$ cat src/rtl/controlador_cruce.sv
// Two-way intersection controller: NS/EO vehicle lamps plus a pedestrian phase,
// sequenced on a prescaled tick with all-red clearance before every green.
module controlador_cruce #(
  parameter int unsigned TICK_DIV        = 500000,
  parameter int unsigned T_TODO_ROJO     = 1,
  parameter int unsigned T_ROJO_AMARILLO = 1,
  parameter int unsigned T_VERDE         = 8,
  parameter int unsigned T_VERDE_MIN     = 3,
  parameter int unsigned T_AMARILLO      = 2,
  parameter int unsigned T_PEATON        = 6
) (
  input  logic clk,
  input  logic rst,
  input  logic boton_peaton,
  output logic rojo_ns,
  output logic amarillo_ns,
  output logic verde_ns,
  output logic rojo_eo,
  output logic amarillo_eo,
  output logic verde_eo,
  output logic peaton_verde,
  output logic peticion_pendiente
);

  typedef enum logic [3:0] {
    TR_NS, RA_NS, V_NS, A_NS, TR_EO, RA_EO, V_EO, A_EO, PEATON
  } estado_t;

  estado_t     estado, estado_n;
  logic [23:0] pres;
  logic [7:0]  cnt;
  logic        tick, fin, verde_fase;

  function automatic logic [7:0] largo(estado_t e);
    case (e)
      TR_NS, TR_EO: largo = 8'(T_TODO_ROJO);
      RA_NS, RA_EO: largo = 8'(T_ROJO_AMARILLO);
      V_NS,  V_EO:  largo = 8'(T_VERDE);
      A_NS,  A_EO:  largo = 8'(T_AMARILLO);
      PEATON:       largo = 8'(T_PEATON);
      default:      largo = 8'd1;
    endcase
  endfunction

  // {rojo_ns, amarillo_ns, verde_ns, rojo_eo, amarillo_eo, verde_eo, peaton_verde}
  function automatic logic [6:0] lamparas(estado_t e);
    case (e)
      RA_NS:   lamparas = 7'b110_100_0;
      V_NS:    lamparas = 7'b001_100_0;
      A_NS:    lamparas = 7'b010_100_0;
      RA_EO:   lamparas = 7'b100_110_0;
      V_EO:    lamparas = 7'b100_001_0;
      A_EO:    lamparas = 7'b100_010_0;
      PEATON:  lamparas = 7'b100_100_1;
      default: lamparas = 7'b100_100_0;
    endcase
  endfunction

  assign tick       = (pres == 24'(TICK_DIV - 1));
  assign verde_fase = (estado == V_NS) || (estado == V_EO);

  always_comb begin
    // A pending request lets green end as soon as the minimum has elapsed.
    fin = tick && ((cnt == largo(estado) - 8'd1) ||
                   (verde_fase && peticion_pendiente && cnt >= 8'(T_VERDE_MIN - 1)));
    estado_n = estado;
    case (estado)
      TR_NS:  if (fin) estado_n = RA_NS;
      RA_NS:  if (fin) estado_n = V_NS;
      V_NS:   if (fin) estado_n = A_NS;
      A_NS:   if (fin) estado_n = TR_EO;
      TR_EO:  if (fin) estado_n = RA_EO;
      RA_EO:  if (fin) estado_n = V_EO;
      V_EO:   if (fin) estado_n = A_EO;
      A_EO:   if (fin) estado_n = peticion_pendiente ? PEATON : TR_NS;
      PEATON: if (fin) estado_n = TR_NS;
      default: begin
        fin = tick;
        if (tick) estado_n = TR_NS;
      end
    endcase
  end

  always_ff @(posedge clk or posedge rst) begin
    if (rst) begin
      estado             <= TR_NS;
      pres               <= '0;
      cnt                <= '0;
      peticion_pendiente <= 1'b0;
      {rojo_ns, amarillo_ns, verde_ns, rojo_eo, amarillo_eo, verde_eo, peaton_verde}
                         <= 7'b100_100_0;
    end else begin
      pres   <= tick ? 24'd0 : pres + 24'd1;
      if (tick) cnt <= fin ? 8'd0 : cnt + 8'd1;
      estado <= estado_n;
      // Lamps decode from the next state so they change with the state register.
      {rojo_ns, amarillo_ns, verde_ns, rojo_eo, amarillo_eo, verde_eo, peaton_verde}
             <= lamparas(estado_n);
      if (estado_n == PEATON && estado != PEATON)
        peticion_pendiente <= 1'b0;
      else if (boton_peaton && estado != PEATON)
        peticion_pendiente <= 1'b1;
    end
  end

endmodule

$ cat config.mk
export PLATFORM = sky130hd
export DESIGN_NAME = controlador_cruce
export DESIGN_NICKNAME = d
export VERILOG_FILES = /design/src/rtl/controlador_cruce.sv
export SDC_FILE = /design/constraint.sdc
export NUM_CORES = 1
export LEC_CHECK = 0
export ABC_AREA = 1
export CAP_MARGIN = 40
export CORE_MARGIN = 8
export CORE_UTILIZATION = 50
export CTS_CLUSTER_SIZE = 25
export DETAILED_ROUTE_END_ITERATION = 7
export PLACE_DENSITY = 0.68
export SETUP_SLACK_MARGIN = 0.1
export SLEW_MARGIN = 20
export SYNTH_ARGS = -nofsm -noshare
export SYNTH_HDL_FRONTEND = slang
export SYNTH_SLANG_ARGS = --single-unit
export TNS_END_PERCENT = 20
$ cat constraint.sdc
create_clock -name clk -period 7.2 [get_ports clk]
set_clock_uncertainty 0.15 [all_clocks]
set_input_delay 1.44 -clock clk [delete_from_list [all_inputs] [get_ports clk]]
set_output_delay 1.44 -clock clk [all_outputs]
set_load 0.01 [all_outputs]
==> flow_summary_export.csv, run 1 <==
group,metric,value,unit
synth,async_reset_ff_share,100.0,%
detailed_routing,route.detailed.drc,0,
worst_setup_path,crit_cells,22,
sta,worst_pin_slew,0.3658,ns
place,placed_cell_area,2893,sq um
power_and_ir_drop,p_leak,1.538,nW
sta,layout_setup_ws,4.223,ns
detailed_routing,antenna_left,0,
detailed_routing,viasPerCell,4.972,
power_and_ir_drop,power.share.combinational,1.6,%
worst_setup_path,crit_type,"flop to flop",
place,globalplace.congestion,0.9250,
layout,fin_area,3014,sq um
die,fp.dieW,89.61,microns
power_and_ir_drop,p_seq_share,54.2,%
outcome,status,"complete, no violations",
worst_hold_path,holdPathEnd,"pres[2]$_DFF_PP0_",
worst_setup_path,rrSetupSlack,4.22,ns
layout,multi_input_area,1344,sq um
synth,yosys_warnings,0,
worst_setup_path,reg2reg_to,"amarillo_ns$_DFF_PP0_",
synth,synth-seq-cells,44,
worst_setup_path,cp_max_fo,10,
worst_setup_path,max_stage_delay,0.53,ns
detailed_routing,wl_per_cell,12.47,microns
detailed_routing,first_iter_violations,78,
cts,root_buffer,"clkbuf_8",
layout,fillerInstances,487,
grt,track_usage,14.60,%
power_and_ir_drop,ir_worst_vdd,0.00009284,V
die,fp.dieH,89.61,microns
sta,finalCritPeriodShare,41.35,%
worst_setup_path,ff2ff_path_depth,22,
worst_setup_path,path_buf_inv,3,
sta,slew_headroom,75.58,%
worst_setup_path,startpoint,"estado[3]$_DFF_PP0_",
grt,grt_max_degree,32,
detailed_routing,routed_wl,5314,microns
layout,n_antenna_cell,0,
cts,postCtsHoldBufs,0,
worst_setup_path,crit_top_cell,"nand2_1",
synth,synth_top_area_share,38.80,%
grt,grt_pass1_wl,8990,microns
synth,ys_types,40,
sta,hold_viol,0,
power_and_ir_drop,p_clk_share,44.2,%
synth,ys_seq_area_share,40.74,%
cts,post_cts_resized,0,
die,rows,27,
place,port_buffers,10,
worst_setup_path,cp_slowest_cell,"dfrtp_1",
cts,post-cts-setup-buffers,0,
worst_hold_path,min_path_cells,1,
power_and_ir_drop,p_switching,0.09335,mW
cts,tritoncts,"yes",
detailed_routing,dr.pass1.iters,4,
sta,min_period,2.977,ns
synth,synth_area_leaders,"dfrtp_1 39%, nand2_1 9.4%, inv_1 7.6%",
worst_hold_path,hp-start,"pres[2]$_DFF_PP0_",
grt,antenna_found_initial,0,
detailed_routing,vias,2118,
cts,cts.clk_slew.worst_paths,0.09,ns
synth,syn_area_per_cell,8.038,sq um
power_and_ir_drop,switching_share,20.48,%
layout,syn_to_final_growth,11.27,%
cts,clk_latency,0.30,ns
die,coreArea,5371,sq um
place,dp_slack,4.273,ns
cts,clockBufferDepth,2,
cts,clock_sinks,44,
die,start_util,50.43,%
synth,ys.flop_type,"dfrtp_1",
cts,ctsHtreeMaxLevel,2,
worst_setup_path,cp_top_family,"simple AND/OR/NAND/NOR gates",
synth,synth.largest_area_cell,"dfrtp_1",
grt,grt_pass1_vias,1999,
worst_setup_path,r2r-start,"estado[3]$_DFF_PP0_",
layout,seqCellArea,1104,sq um
synth,netlist_instances,337,
worst_setup_path,critPathLaunchType,"flop",
synth,synth_edf_count,0,
sta,slew_violations,0,
layout,nets,361,
power_and_ir_drop,intPower,0.3626,mW
grt,gr-total-overflow,0,
cts,numCtsBuffers,5,
synth,syn-num-nets,345,
sta,setup_viol,0,
power_and_ir_drop,p_per_area,151.3,nW/um^2
worst_setup_path,cp-end-kind,"flop",
die,die-area,8029,sq um
sta,setup-tns-final,0,ns
job,cap_violations,0,
worst_setup_path,required,7.29,ns
sta,rsz0062_at_grt,"false",
layout,drive_gt1_share,15.54,%
synth,netlist_area,2709,sq um
die,ios,11,
worst_setup_path,crit_arrival,3.07,ns
place,dp_hpwl,4078,microns
worst_hold_path,hp-class,"flop to flop",
worst_setup_path,cp_cell_sequence,"inv_2 > nor2_4 > nand2_4 > inv_1 > a31oi_1 > ha_1 > ha_1 > inv_1 > nand2_1 > nand2_1 > nand2_1 > nor2_1 > nand3_1 > nor2_2 > nand2_2 > nand2_4 > nand2_4 > nand2_1 > nand3_1 > nand2_1 > nand3_1 > nor2_2",
sta,fmax,335.9,MHz
## worst max path at each step
stage                                       end  slack (ns)
after floorplan              verde_ns$_DFF_PP0_        4.54
after global placement    amarillo_ns$_DFF_PP0_        4.32
after detailed placement  amarillo_ns$_DFF_PP0_        4.27
after CTS                 amarillo_ns$_DFF_PP0_        4.24
after global routing         verde_ns$_DFF_PP0_        3.95
final                     amarillo_ns$_DFF_PP0_        4.22
## power groups by stage
stage | clock [mW] | sequential [mW] | combinational (mW)
floorplan | 0 | 0.252 | 0.00370
global placement | 0 | 0.252 | 0.00642
detailed placement | 0 | 0.252 | 0.00802
CTS | 0.208 | 0.247 | 0.00803
global route | 0.216 | 0.247 | 0.00883
finish | 0.202 | 0.247 | 0.00741
## per-stage QoR
stage	total power, mW	instances	utilization (%)	hold slack [ns]
2_1_floorplan	0.2555	337	-	0.3126
3_3_place_gp	0.2582	417	53.48	0.3345
3_5_place_dp	0.2598	418	53.86	0.3444
4_1_cts	0.4629	426	56.11	0.3579
5_1_grt	0.4718	426	56.11	0.3667
6_report	0.4559	426	56.11	0.3521
## synth_stat cells (2+ instances only)
master and n:
nand4_4 3, nor2_4 5, nor2_1 30, xnor2_1 2, o21ai_1 3, nand2_1 68, dfrtp_1 42, inv_2 6
nand4_1 6, or2_1 2, a21oi_1 9, xor2_1 11, nor3_1 11, nand3_1 29, inv_1 55, nor4_1 2
nand3_2 3, nand2_2 4, nand2_4 4, a31oi_1 3, ha_1 5, dfstp_2 2, o21ai_0 6, nor2_2 10
## cells in the final DEF, fill, tap and decap left out, types with 3 or more instances in the layout
cell	instances
nand2_2	4
nand3_2	3
o21ai_1	3
ha_1	5
clkbuf_8	6
nand4_1	6
nor2_1	30
inv_1	54
nand2_4	4
nand4_4	3
xor2_1	11
a21oi_1	9
a31oi_1	3
nor2_4	5
nand3_1	29
clkdlybuf4s50_1	10
inv_2	7
nor2_2	10
nor3_1	11
nand2_1	68
dfrtp_1	42
o21ai_0	6
## routing by layer
metal	track usage [%]	routed length, microns	up-vias
li1	-	-	1096
met1	18.79	2603	972
met2	23.53	2378	44
met3	3.549	274	6
met4	4.532	57	0
met5	0	0	-
## flip-flops by register name, summed over array words and instances, names as in the netlist
signal	flops
amarillo_eo	1
amarillo_ns	1
cnt	8
estado	4
peaton_verde	1
peticion_pendiente	1
pres	24
rojo_eo	1
rojo_ns	1
verde_eo	1
verde_ns	1
## layout make-up
class / instances / area share (%)
multi-input cells: 229 / 44.58
flip-flops and latches: 44 / 36.61
inverters: 62 / 7.804
repair buffers: 11 / 3.985
well taps: 72 / 2.989
clock buffers: 6 / 2.740
clock inverters: 2 / 1.287
## cells by family after synthesis
kind of cell    count (synthesis)  synth area share [%]
simple gates                  186                 37.97
buf+inv                        64                 9.654
flops                          44                 40.74
compound gates                 25                 5.127
xor+xnor                       13                 4.203
fa+ha+maj                       5                 2.309
Power figures use the tool's default switching activity.
==> run 2, diff against run 1 <==
clock period = 2.9 ns   (was 7.2 ns; I/O delays follow)
==> run 2 against run 1 <==
Die area did not move. Register-to-register slack lost 4.0 ns. Wire length up 4.6%. Clock power up 140%. Non-clock buffer count grew 12. Via count up 2.9%. Critical endpoint unchanged.
==> flow_summary_export.csv, run 2 (same netlist as run 1, synthesis figures left out) <==
group,metric,value,unit
power_and_ir_drop,power.share.combinational,1.5,%
job,cap_violations,0,
place,globalplace.congestion,0.8836,
power_and_ir_drop,p_per_area,354.0,nW/um^2
power_and_ir_drop,ir_worst_vdd,0.0001816,V
detailed_routing,dr.pass1.iters,4,
worst_setup_path,startpoint,"estado[3]$_DFF_PP0_",
detailed_routing,first_iter_violations,105,
grt,track_usage,15.48,%
worst_hold_path,hp-class,"input pin to asynchronous set/reset pin",
detailed_routing,vias,2180,
grt,gr-total-overflow,0,
sta,slew_headroom,75.30,%
worst_setup_path,cp_slowest_cell,"dfrtp_1",
layout,drive_gt1_share,21.04,%
worst_setup_path,crit_end,"amarillo_ns$_DFF_PP0_",
worst_setup_path,cp_max_fo,5,
cts,root_buffer,"clkbuf_8",
power_and_ir_drop,p_seq_share,55.0,%
layout,syn_to_final_growth,16.30,%
layout,final_core_util,58.65,%
detailed_routing,routed_wl,5560,microns
die,coreArea,5371,sq um
cts,numCtsBuffers,5,
sta,finalCritPeriodShare,91.10,%
power_and_ir_drop,p_clk_share,43.5,%
worst_setup_path,cp_cell_sequence,"inv_2 > nor2_4 > nand2_4 > inv_4 > a31oi_4 > ha_4 > ha_4 > inv_2 > nand2_1 > nand2_1 > nand2_1 > nor2_1 > nand3_1 > nor2_2 > nand2_2 > nand2_4 > buf_4 > nand3_1 > nand3_1 > nand2_1 > nand3_1 > nor2_2",
sta,setup_viol,0,
die,fp.dieW,89.61,microns
place,port_buffers,10,
grt,grt_max_degree,20,
sta,setup-tns-final,0,ns
sta,slew_violations,0,
worst_setup_path,r2r-start,"estado[3]$_DFF_PP0_",
power_and_ir_drop,p_total,1.115,mW
detailed_routing,viasPerCell,4.977,
detailed_routing,antenna_left,0,
worst_setup_path,required,2.95,ns
worst_setup_path,ff2ff_path_depth,22,
die,ios,11,
sta,rsz0062_at_grt,"true",
layout,reg.largest.list,"pres x24, cnt x8, estado x4",
die,die-area,8029,sq um
power_and_ir_drop,switching_share,21.35,%
cts,clockBufferDepth,2,
cts,cts.clk_slew.worst_paths,0.09,ns
sta,min_period,2.642,ns
cts,tritoncts,"yes",
layout,fillerInstances,466,
sta,hold_ws,0.3238,ns
sta,hold_viol,0,
layout,final_cell_mix,"65 x nand2_1, 52 x inv_1, 41 x dfrtp_1",
outcome,status,"complete, no violations",
worst_setup_path,reg2reg_to,"amarillo_ns$_DFF_PP0_",
cts,clk_latency,0.30,ns
worst_setup_path,critPathLaunchType,"flop",
worst_setup_path,cp-end-kind,"flop",
layout,largest_reg_flops,24,
die,fp.dieH,89.61,microns
detailed_routing,route.detailed.drc,0,
layout,nets,373,
die,start_util,50.43,%
power_and_ir_drop,intPower,0.8770,mW
place,placed_cell_area,2918,sq um
worst_setup_path,crit_type,"flop to flop",
layout,final_common_cell,"nand2_1",
worst_setup_path,crit_arrival,2.69,ns
layout,fin_area,3151,sq um
layout,n_antenna_cell,0,
place,dp_hpwl,4086,microns
layout,regMostFlops,"pres",
sta,fmax,378.5,MHz
worst_setup_path,max_stage_delay,0.40,ns
grt,grt_pass1_wl,9604,microns
detailed_routing,wl_per_cell,12.69,microns
power_and_ir_drop,p_leak,1.581,nW
grt,antenna_found_initial,0,
cts,clock_sinks,44,
worst_setup_path,rrSetupSlack,0.26,ns
grt,grt_pass1_vias,2097,
die,rows,27,
power_and_ir_drop,p_switching,0.2381,mW
sta,worst_pin_slew,0.3692,ns
cts,ctsHtreeMaxLevel,2,
-- run 2: cell types whose count changed in the layout (fill, tap and decap cells not counted), sizes merged --
cell,delta
clkbuf,-1
inv,+1
buf,+12
clkinv,-1
clkinvlp,+1
-- run 2: how the worst min path moves through the flow --
stage	start	to	slack, ns
2_1_floorplan	pres[2]$_DFF_PP0_	pres[2]$_DFF_PP0_	0.31
3_3_place_gp	pres[2]$_DFF_PP0_	pres[2]$_DFF_PP0_	0.33
3_5_place_dp	pres[23]$_DFF_PP0_	pres[23]$_DFF_PP0_	0.34
4_1_cts	rst	cnt[5]$_DFFE_PP0P_	0.32
5_1_grt	rst	cnt[6]$_DFFE_PP0P_	0.34
6_report	rst	cnt[2]$_DFFE_PP0P_	0.32
-- run 2: what timing repair did --
action	in CTS	in global routing
hold buffers	0	0
endpoints found under the setup margin	1	20
pin swaps	0	11
gates resized for setup	1	14
setup buffers	0	7
-- run 2: critical path: cells and delay by family, from the launching register on --
kind                     cells  cell delay (ns)
AO/OA/AOI/OAI                1             0.17
adder cells (fa/ha/maj)      2             0.37
buffers and inverters        4             0.30
flip-flops                   1             0.40
AND/OR/NAND/NOR             15             1.14
-- run 2: power by group through the flow --
stage,sequential (mW),clock (mW),combinational [mW]
6_report,0.613,0.485,0.0168
3_3_place_gp,0.625,0,0.0177
3_5_place_dp,0.625,0,0.0180
4_1_cts,0.613,0.499,0.0179
5_1_grt,0.613,0.528,0.0202
2_1_floorplan,0.625,0,0.00919
-- run 2: cell type report --
type | instances | area, sq um | share of cell area [%]
multi-input cells | 229 | 1405 | 44.60
inverters | 62 | 237.7 | 7.546
clock buffers | 5 | 68.82 | 2.184
repair buffers | 23 | 197.7 | 6.275
well taps | 72 | 90.09 | 2.859
clock inverters | 3 | 46.29 | 1.469
flip-flops and latches | 44 | 1105 | 35.07
-- run 2: per-stage QoR --
step / cells / worst slack [ns]
detailed placement: 423 / 0.1098
global placement: 423 / 0.1660
global route: 438 / 0.05447
floorplan: 337 / 0.2431
CTS: 431 / 0.1045
finish: 438 / 0.2582
-- run 2: metal layers --
metal | GRT usage [%] | share of wire, %
met3 | 3.276 | 3.9
met4 | 4.985 | 1.4
met2 | 25.00 | 46
met1 | 20.09 | 48
met5 | 0 | 0
